$ cat config.mk
export PLATFORM = sky130hd
export DESIGN_NAME = max7219_chain_driver
export DESIGN_NICKNAME = d
export VERILOG_FILES = /design/src/rtl/max7219_chain_driver.sv
export SDC_FILE = /design/constraint.sdc
export NUM_CORES = 1
export LEC_CHECK = 0
export BUFFER_PORTS_ARGS = -buffer_cell sky130_fd_sc_hd__clkbuf_2
export CAP_MARGIN = 20
export CELL_PAD_IN_SITES_DETAIL_PLACEMENT = 0
export CELL_PAD_IN_SITES_GLOBAL_PLACEMENT = 2
export CORE_MARGIN = 4
export CORE_UTILIZATION = 37
export CTS_BUF_LIST = sky130_fd_sc_hd__clkbuf_16
export DETAILED_ROUTE_END_ITERATION = 8
export PLACE_DENSITY = 0.91
export SKIP_LAST_GASP = 1
export SYNTH_ARGS = -nofsm -noshare
export SYNTH_HDL_FRONTEND = slang
export SYNTH_SLANG_ARGS = --single-unit
export TNS_END_PERCENT = 1
$ cat constraint.sdc
create_clock -name clk_clk -period 5.1 [get_ports clk_clk]
set_input_delay 0.765 -clock clk_clk [delete_from_list [all_inputs] [get_ports clk_clk]]
set_output_delay 0.765 -clock clk_clk [all_outputs]
set_load 0.02 [all_outputs]
$ cat src/rtl/max7219_chain_driver.sv
// max7219_chain_driver
// Drives a daisy chain of N_DEVICES MAX7219 LED drivers over a 3-wire SPI
// link (SCLK / DIN / LOAD), SPI mode 0.  After reset it can run a power-up
// init sequence of 13 broadcast frames.  After that it accepts per-register
// writes, each carrying an independent data byte for every device.
//
// Ports
//   clk_clk, reset_reset   sole clock; synchronous active-high reset
//   cmd_valid/cmd_ready    write request handshake
//   cmd_addr               MAX7219 register address (0 = no-op)
//   cmd_data               byte k goes to device k (device 0 nearest FPGA)
//   init_req               single-cycle request to rerun the init sequence
//   busy                   high while a frame or init sequence is in progress
//   init_done              high once the init sequence has completed
//   spi_sclk/mosi/cs_n     SPI link; sclk idles low, cs_n is LOAD (active low)
//
// Handshake: a command transfers on a rising clk_clk edge where cmd_valid and
// cmd_ready are both high.  cmd_addr/cmd_data must be stable for that edge and
// are captured then; later changes have no effect.  cmd_ready depends only on
// internal state, never combinationally on cmd_valid.
module max7219_chain_driver #(
  parameter int       N_DEVICES      = 4,
  parameter int       CLK_DIV        = 4,
  parameter int       CS_HIGH_CYCLES = 8,
  parameter bit [3:0] INTENSITY      = 4'h8,
  parameter bit       AUTO_INIT      = 1'b1
) (
  input  logic                   clk_clk,
  input  logic                   reset_reset,
  input  logic                   cmd_valid,
  output logic                   cmd_ready,
  input  logic [3:0]             cmd_addr,
  input  logic [8*N_DEVICES-1:0] cmd_data,
  input  logic                   init_req,
  output logic                   busy,
  output logic                   init_done,
  output logic                   spi_sclk,
  output logic                   spi_mosi,
  output logic                   spi_cs_n
);

  localparam int FW      = 16 * N_DEVICES;
  localparam int BW      = $clog2(FW + 1);
  localparam int CNT_MAX = (CLK_DIV > CS_HIGH_CYCLES) ? CLK_DIV : CS_HIGH_CYCLES;
  localparam int CW      = $clog2(CNT_MAX + 1);

  typedef enum logic [2:0] {
    S_IDLE, S_LOAD, S_SHIFT_LO, S_SHIFT_HI, S_TAIL, S_GAP, S_INIT_NEXT
  } state_t;

  state_t          state_q, state_d;
  logic [FW-1:0]   sr_q, sr_d;
  logic [CW-1:0]   cnt_q, cnt_d;
  logic [BW-1:0]   bit_q, bit_d;
  logic [3:0]      init_idx_q, init_idx_d;
  logic            in_init_q, in_init_d;
  logic            init_done_q, init_done_d;
  logic            init_pending_q, init_pending_d;
  logic            auto_q, auto_d;
  logic            sclk_q, sclk_d;
  logic            mosi_q, mosi_d;
  logic            cs_n_q, cs_n_d;
  logic [FW-1:0]   cmd_frame;
  logic            phase_end, gap_end, start_init;

  // Init word for frame idx (0..12); rows 1..8 are cleared by idx 5..12.
  function automatic logic [15:0] init_word(input logic [3:0] idx);
    case (idx)
      4'd0:    init_word = 16'h0F00;
      4'd1:    init_word = 16'h0B07;
      4'd2:    init_word = 16'h0900;
      4'd3:    init_word = {12'h0A0, INTENSITY};
      4'd4:    init_word = 16'h0C01;
      default: init_word = {4'h0, idx - 4'd4, 8'h00};
    endcase
  endfunction

  assign cmd_ready = (state_q == S_IDLE) && init_done_q && !init_pending_q;
  assign busy      = (state_q != S_IDLE);
  assign init_done = init_done_q;
  assign spi_sclk  = sclk_q;
  assign spi_mosi  = mosi_q;
  assign spi_cs_n  = cs_n_q;

  assign phase_end  = (cnt_q == CW'(CLK_DIV - 1));
  assign gap_end    = (cnt_q == CW'(CS_HIGH_CYCLES - 1));
  assign start_init = init_req || init_pending_q || auto_q;

  always_comb begin
    state_d        = state_q;
    sr_d           = sr_q;
    cnt_d          = cnt_q;
    bit_d          = bit_q;
    init_idx_d     = init_idx_q;
    in_init_d      = in_init_q;
    init_done_d    = init_done_q;
    auto_d         = auto_q;
    init_pending_d = init_pending_q | init_req;
    cmd_frame      = '0;

    // Device N_DEVICES-1 sits in the MSBs so it leaves the shifter first.
    for (int k = 0; k < N_DEVICES; k++) begin
      cmd_frame[16*k +: 16] = {4'h0, cmd_addr, cmd_data[8*k +: 8]};
    end

    case (state_q)
      S_IDLE: begin
        if (start_init) begin
          // Init outranks a simultaneous command, which stays unaccepted.
          state_d        = S_INIT_NEXT;
          init_idx_d     = 4'd0;
          in_init_d      = 1'b1;
          init_done_d    = 1'b0;
          init_pending_d = 1'b0;
          auto_d         = 1'b0;
        end else if (cmd_valid && cmd_ready) begin
          state_d = S_LOAD;
          sr_d    = cmd_frame;
          cnt_d   = '0;
          bit_d   = '0;
        end
      end
      S_INIT_NEXT: begin
        state_d    = S_LOAD;
        sr_d       = {N_DEVICES{init_word(init_idx_q)}};
        init_idx_d = init_idx_q + 4'd1;
        cnt_d      = '0;
        bit_d      = '0;
      end
      S_LOAD: begin
        cnt_d = cnt_q + CW'(1);
        if (phase_end) begin
          state_d = S_SHIFT_HI;
          cnt_d   = '0;
        end
      end
      S_SHIFT_HI: begin
        cnt_d = cnt_q + CW'(1);
        if (phase_end) begin
          cnt_d = '0;
          if (bit_q == BW'(FW - 1)) begin
            state_d = S_TAIL;
          end else begin
            // Next bit is presented while sclk is low.
            state_d = S_SHIFT_LO;
            bit_d   = bit_q + BW'(1);
            sr_d    = {sr_q[FW-2:0], 1'b0};
          end
        end
      end
      S_SHIFT_LO: begin
        cnt_d = cnt_q + CW'(1);
        if (phase_end) begin
          state_d = S_SHIFT_HI;
          cnt_d   = '0;
        end
      end
      S_TAIL: begin
        cnt_d = cnt_q + CW'(1);
        if (phase_end) begin
          state_d = S_GAP;
          cnt_d   = '0;
        end
      end
      S_GAP: begin
        cnt_d = cnt_q + CW'(1);
        if (gap_end) begin
          cnt_d = '0;
          if (in_init_q && (init_idx_q == 4'd13)) begin
            state_d     = S_IDLE;
            in_init_d   = 1'b0;
            init_done_d = 1'b1;
          end else if (in_init_q) begin
            state_d = S_INIT_NEXT;
          end else begin
            state_d = S_IDLE;
          end
        end
      end
      default: state_d = S_IDLE;
    endcase

    // Link pins are registered from the next state so they switch cleanly
    // on the same edge as the state register.
    cs_n_d = !(state_d inside {S_LOAD, S_SHIFT_HI, S_SHIFT_LO, S_TAIL});
    sclk_d = (state_d == S_SHIFT_HI);
    mosi_d = (state_d inside {S_LOAD, S_SHIFT_HI, S_SHIFT_LO}) ? sr_d[FW-1] : 1'b0;
  end

  always_ff @(posedge clk_clk) begin
    if (reset_reset) begin
      state_q        <= S_IDLE;
      sr_q           <= '0;
      cnt_q          <= '0;
      bit_q          <= '0;
      init_idx_q     <= 4'd0;
      in_init_q      <= 1'b0;
      init_done_q    <= 1'b0;
      init_pending_q <= 1'b0;
      auto_q         <= AUTO_INIT;
      sclk_q         <= 1'b0;
      mosi_q         <= 1'b0;
      cs_n_q         <= 1'b1;
    end else begin
      state_q        <= state_d;
      sr_q           <= sr_d;
      cnt_q          <= cnt_d;
      bit_q          <= bit_d;
      init_idx_q     <= init_idx_d;
      in_init_q      <= in_init_d;
      init_done_q    <= init_done_d;
      init_pending_q <= init_pending_d;
      auto_q         <= auto_d;
      sclk_q         <= sclk_d;
      mosi_q         <= mosi_d;
      cs_n_q         <= cs_n_d;
    end
  end

endmodule

Word-level counts from Yosys, hierarchy flattened
Cells that the tools add are included.
- add/sub/neg operators: 4
- eq/ne operators: 25
- mux-type cells: 38
- bitwise logic cells: 2
- reductions and logical operators: 25
- operator list (operator ; number):
    64-bit two-way mux ; 4
    64-bit case mux with 3 select lines ; 1
    12-bit case mux with 5 select lines ; 1
    7-bit two-way mux ; 4
    3-bit two-way mux ; 9
    7-bit case mux with 3 select lines ; 1
    4-bit two-way mux ; 5
    3-bit case mux with 6 select lines ; 1
    4-bit case mux with 4 select lines ; 1
    3-bit by 2-bit equality test with 1-bit output, second input constant ; 4
    3-bit equality test, second input constant ; 4
    4-bit by 2-bit equality test with 1-bit output, second input constant ; 3
    2-bit inequality test, second input constant ; 6
    3-bit nonzero test ; 3
    4-bit by 1-bit adder with 4-bit output, second input constant ; 2
    4-bit by 3-bit equality test with 1-bit output, second input constant ; 2
    1-bit two-way mux ; 8
    4-bit case mux with 2 select lines ; 1
    4-bit nonzero test ; 2
    7-bit by 1-bit adder with 7-bit output, second input constant ; 1
    7-bit by 6-bit equality test with 1-bit output, second input constant ; 1
    3-bit by 1-bit equality test with 1-bit output, second input constant ; 2
    5-bit AND reduction ; 1
    4-bit by 1-bit equality test with 1-bit output, second input constant ; 1
    other kinds (17) ; 26
- register bits after elaboration: 89
- bits of input ports: 40

Longest topological paths before layout
- depth after elaboration: 11
- gate-level depth with buffers: 8
- depth with buffers taken out: 7

Worst setup path before layout
OpenSTA, ideal clock, no wires.
- path kind: register to output
- start: register state_q[0]
- end: output cmd_ready
- arrival time: 1720 ps
- required time: 4335 ps
- path slack: 2615 ps
- stages on the path, launching flop included: 5
- cells stage by stage: dfxtp_1 > clkbuf_1 > nor3_1 > clkinv_1 > nor3b_1
- longest elaborated chain between the ends: 3
- ends and longest elaborated chain (item ; line ; source):
    start, declared ; 51 ; state_t state_q, state_d;
    start signal, assigned ; 205 ; state_q <= state_d;
    3-bit zero test ; 78 ; assign cmd_ready = (state_q == S_IDLE) && init_done_q && !init_pending_q;
    1-bit logical AND (2 in a row) ; 78 ;
    end, declared ; 31 ; output logic cmd_ready,
No other way between the ends.

Final worst setup path
- start: register state_q[1]
- end: output cmd_ready
The elaborated chain is that of the path after synthesis.

==> results.sh <==
export IMPL_avgViaCountPerCell=5.51
export IMPL_tightestPinTransition_ps=978
export IMPL_synthSimpleGateAreaFrac=0.193
export IMPL_multi_input_comb_area_sq_mm=0.00186
export IMPL_synth_top_family_by_area="compound AO/OA/AOI/OAI gates"
export IMPL_cts_htree_levels=3
export IMPL_rsz0062_at_grt="false"
export IMPL_tritoncts_num_sinks=89
export IMPL_placement_rows=36
export IMPL_crit_reg2reg_capture="spi_sclk$_SDFF_PP0_"
export IMPL_critical_path_endpoint_type="primary output"
export IMPL_firstDrtPassIters=5
export IMPL_detailroute_via_count=3347
export IMPL_adder_and_majority_gate_portion_of_the_synthesized_area=0.0296
export IMPL_total_leakage_power_nw=1.56
export IMPL_reg2reg_setup_slack_ps=2200
export IMPL_design_die_area_sq_mm=0.0120
export IMPL_timing_final_crit_period_ps=2900
export IMPL_cts_buffer_depth=2
export IMPL_cts_root_buf="clkbuf_16"
export IMPL_fin_setup_tns_ps=0
export IMPL_max_slew_margin_rel=0.343
export IMPL_ys_seq_area_frac=0.468
export IMPL_synth_compound_gate_area_share=0.251
export IMPL_cpMaxStageDelayCell="dfxtp_1"
export IMPL_worst_setup_hold_path_clk_slew_ps=60
export IMPL_vdd_ir_drop_worst_v=0.000196
export IMPL_timing_setup_critical_path_class="reg2out"
export IMPL_synthesis_area_per_instance_sq_um=8.58
export IMPL_skew_ps=7.62
export IMPL_hold_path_cell_count=1
export IMPL_dieHeight_microns=109
export IMPL_synthesis_nets=493
export IMPL_worst_endpoint_required_time_ps=4340
export IMPL_cts_tree="done"
export IMPL_grt_first_pass_wirelength_microns=15100
export IMPL_r2r_start="state_q[2]$_SDFF_PP0_"
export IMPL_fin_crit_sh=0.569
export IMPL_worst_hold_slack_ps=464
export IMPL_synthCells=444
export IMPL_floorplan_io_pins=46
export IMPL_max_cap_violations=0
export IMPL_antenna_diode_count=0
export IMPL_proportion_of_synthesized_area_in_mux_cells=0.00526
export IMPL_detailedPlacementHpwl_microns=5980
export IMPL_timing_critical_path_slowest_cell_delay_ps=490
export IMPL_min_from="bit_q[6]$_SDFFE_PP0P_"
export IMPL_timing_reg2reg_worst_path_depth=6
export IMPL_fill_cells=1007
export IMPL_cp_data_arrival_time_ps=2140
export IMPL_cts_hold_repair_buffers=0
export IMPL_final_hold_viol_count=0
export IMPL_outcome="complete, no violations"
export IMPL_setup_viol=0
export IMPL_worstPathMaxFanout=15
export IMPL_final_max_slew_violation_count=0
export IMPL_cts_buffers_inserted=9
export IMPL_timing_critical_path_from_type="flip-flop"
export IMPL_post_cts_setup_buffers=0
export IMPL_place_port_buffers=45
export IMPL_sequential_cell_area_sq_mm=0.00178
export IMPL_synthesis_area_sq_mm=0.00381
export IMPL_worstSkewPairLatency_ps=340
export IMPL_post_synthesis_share_of_cell_area_spent_on_xor_and_xnor_gates=0.00460
export IMPL_drt_initial_drc_count=267
export IMPL_cts_repair_resize_count=0
export IMPL_synth_seq_cells=89
export IMPL_worst_hold_path_type="reg2reg"
export IMPL_worst_hold_path_endpoint="bit_q[6]$_SDFFE_PP0P_"
export IMPL_routedWlPerCell_microns=15.0
export IMPL_postRouteWirelength_microns=9130
export IMPL_first_global_vias=3036
export IMPL_power_density_mw_per_mm2=429
export IMPL_grt_use_total=0.158
export IMPL_synthesis_yosys_warnings=0
export IMPL_post_synthesis_cell_type_count=45
export IMPL_globalRouteOverflowTotal=0
export IMPL_place_congestion=0.802
export IMPL_timing_critical_path_cells="nor3_1 -> clkinv_1 -> nor3b_1 -> clkbuf_2"
export IMPL_antenna_violating_nets_post_route=0
export IMPL_antenna_found_initial=0
export IMPL_design_core_area_sq_mm=0.00991
export IMPL_design_final_nets=518
export IMPL_pin_count_of_the_biggest_net_entering_global_routing=76
export IMPL_initial_core_util=0.384
export IMPL_total_power_w=0.00189
export IMPL_syn2layout_area_growth_pct=15.4
export IMPL_drc_errors=0
export IMPL_share_of_post_route_cells_with_drive_strength_above_1=0.148
export IMPL_max_clock_freq_ghz=0.345
export IMPL_die_width_microns=109
layer usage:
metal  global-route usage  part of all wire
met4               0.0481             0.016
met2                0.236              0.45
met3               0.0323             0.049
met1                0.229              0.49
met5                    0                 0
worst max-delay path by stage:
stage,startpoint,end,slack [ps],depth (start not counted)
2_1_floorplan,state_q[0]$_SDFF_PP0_,cmd_ready,2620,4
3_3_place_gp,init_req,spi_sclk$_SDFF_PP0_,1990,7
3_5_place_dp,init_req,spi_sclk$_SDFF_PP0_,1930,7
4_1_cts,state_q[2]$_SDFF_PP0_,spi_sclk$_SDFF_PP0_,2210,6
5_1_grt,state_q[2]$_SDFF_PP0_,spi_sclk$_SDFF_PP0_,1980,6
6_report,state_q[1]$_SDFF_PP0_,cmd_ready,2200,4
sequential cells by signal, indices dropped and copies added (netlist names):
register and flops:
init_idx_q 4, spi_sclk 1, in_init_q 1, spi_mosi 1
auto_q 1, init_pending_q 1, cnt_q 4, sr_q 64
init_done 1, bit_q 7, spi_cs_n 1, state_q 3
stage by stage:
| step | area (sq um) | worst slack (ps) | instances | utilization |
|---|---|---|---|---|
| final | 4400 | 2200 | 607 | 0.444 |
| after global routing | 4400 | 1980 | 607 | 0.444 |
| after CTS | 4400 | 2210 | 607 | 0.444 |
| after detailed placement | 4090 | 1930 | 591 | 0.413 |
| after global placement | 4090 | 1990 | 591 | 0.413 |
| after floorplan | 3810 | 2620 | 444 | - |
logic make-up (layout without fill, tap and decap cells):
| group | Yosys count | in the layout |
|---|---|---|
| AOI/OAI and AO/OA | 135 | 135 |
| buffers and inverters | 44 | 74 |
| and+or+nand+nor | 163 | 163 |
| DFF | 89 | 89 |
| adders and majority gates | 9 | 9 |
| muxes | 2 | 2 |
| xor gates and xnor gates | 2 | 2 |
cells in the final DEF (no fill, tap or decap), drive strengths merged, types with 2 or more instances in the layout:
cell,Yosys,routed
mux2i,2,2
nand2b,2,2
a22oi,34,34
nand3b,4,4
o311ai,4,4
nor3,7,7
nand2,66,66
nor3b,2,2
o21a,2,2
nand3,15,15
o211a,2,2
ha,9,9
a21oi,22,22
a31oi,36,36
buf,15,4
o21ai,9,9
clkinvlp,0,2
nor2b,4,4
o41ai,2,2
or3,5,5
nor4,2,2
inv,8,12
clkbuf,20,54
a222oi,17,17
nor2,47,47
and2,2,2
dfxtp,89,89
o31ai,2,2
cell usage after synthesis:
library cell	number	area share
ha_1	9	0.030
nand3_1	15	0.020
inv_1	8	0.0079
or4_4	1	0.0030
and3b_1	1	0.0023
o21ai_1	1	0.0013
nor4_2	1	0.0033
or3b_2	1	0.0023
a31oi_1	36	0.059
nand3b_1	4	0.0079
nor4b_1	1	0.0023
o31ai_1	2	0.0039
a21oi_1	22	0.029
a22oi_1	34	0.067
a21boi_0	1	0.0020
a222oi_1	17	0.045
nor2_1	47	0.046
clkinv_1	1	0.00098
nor4_1	1	0.0016
and2_1	2	0.0033
nand4_1	1	0.0016
buf_2	15	0.020
clkbuf_1	20	0.020
and3_1	1	0.0016
nor3_1	7	0.0092
o21ai_0	8	0.011
nand2b_1	2	0.0033
xor2_1	1	0.0023
mux2i_1	2	0.0053
nand2_1	66	0.065
o211ai_1	1	0.0020
o41ai_1	2	0.0046
a21o_1	1	0.0020
o21a_1	2	0.0039
or2_2	1	0.0016
a211oi_1	1	0.0020
nor2b_1	4	0.0066
nor3b_1	2	0.0039
dfxtp_1	89	0.47
or3_1	5	0.0082
a311o_1	1	0.0026
o311ai_0	3	0.0069
xnor2_1	1	0.0023
o311ai_2	1	0.0043
o211a_1	2	0.0053
worst max-delay path, delay by kind of cell (launching register included):
kind | cells | cell delay [ps]
DFF | 1 | 490
and+or+nand+nor | 2 | 720
buffers and inverters | 2 | 590
cell type report:
cell class | count | share of cell area
tap | 133 | 0.0379
timing repair buffer | 49 | 0.0581
clock inverter | 7 | 0.0176
multi-input combinational | 311 | 0.422
inverter | 9 | 0.00769
sequential | 89 | 0.405
clock buffer | 9 | 0.0512
report_power, final:
part | internal [W] | switching (W) | total [W]
logic | 0.000131 | 0.000252 | 0.000383
clock network | 0.000385 | 0.000284 | 0.000669
registers | 0.000759 | 0.0000741 | 0.000833
Note: power is estimated with default switching activity, not from simulation.
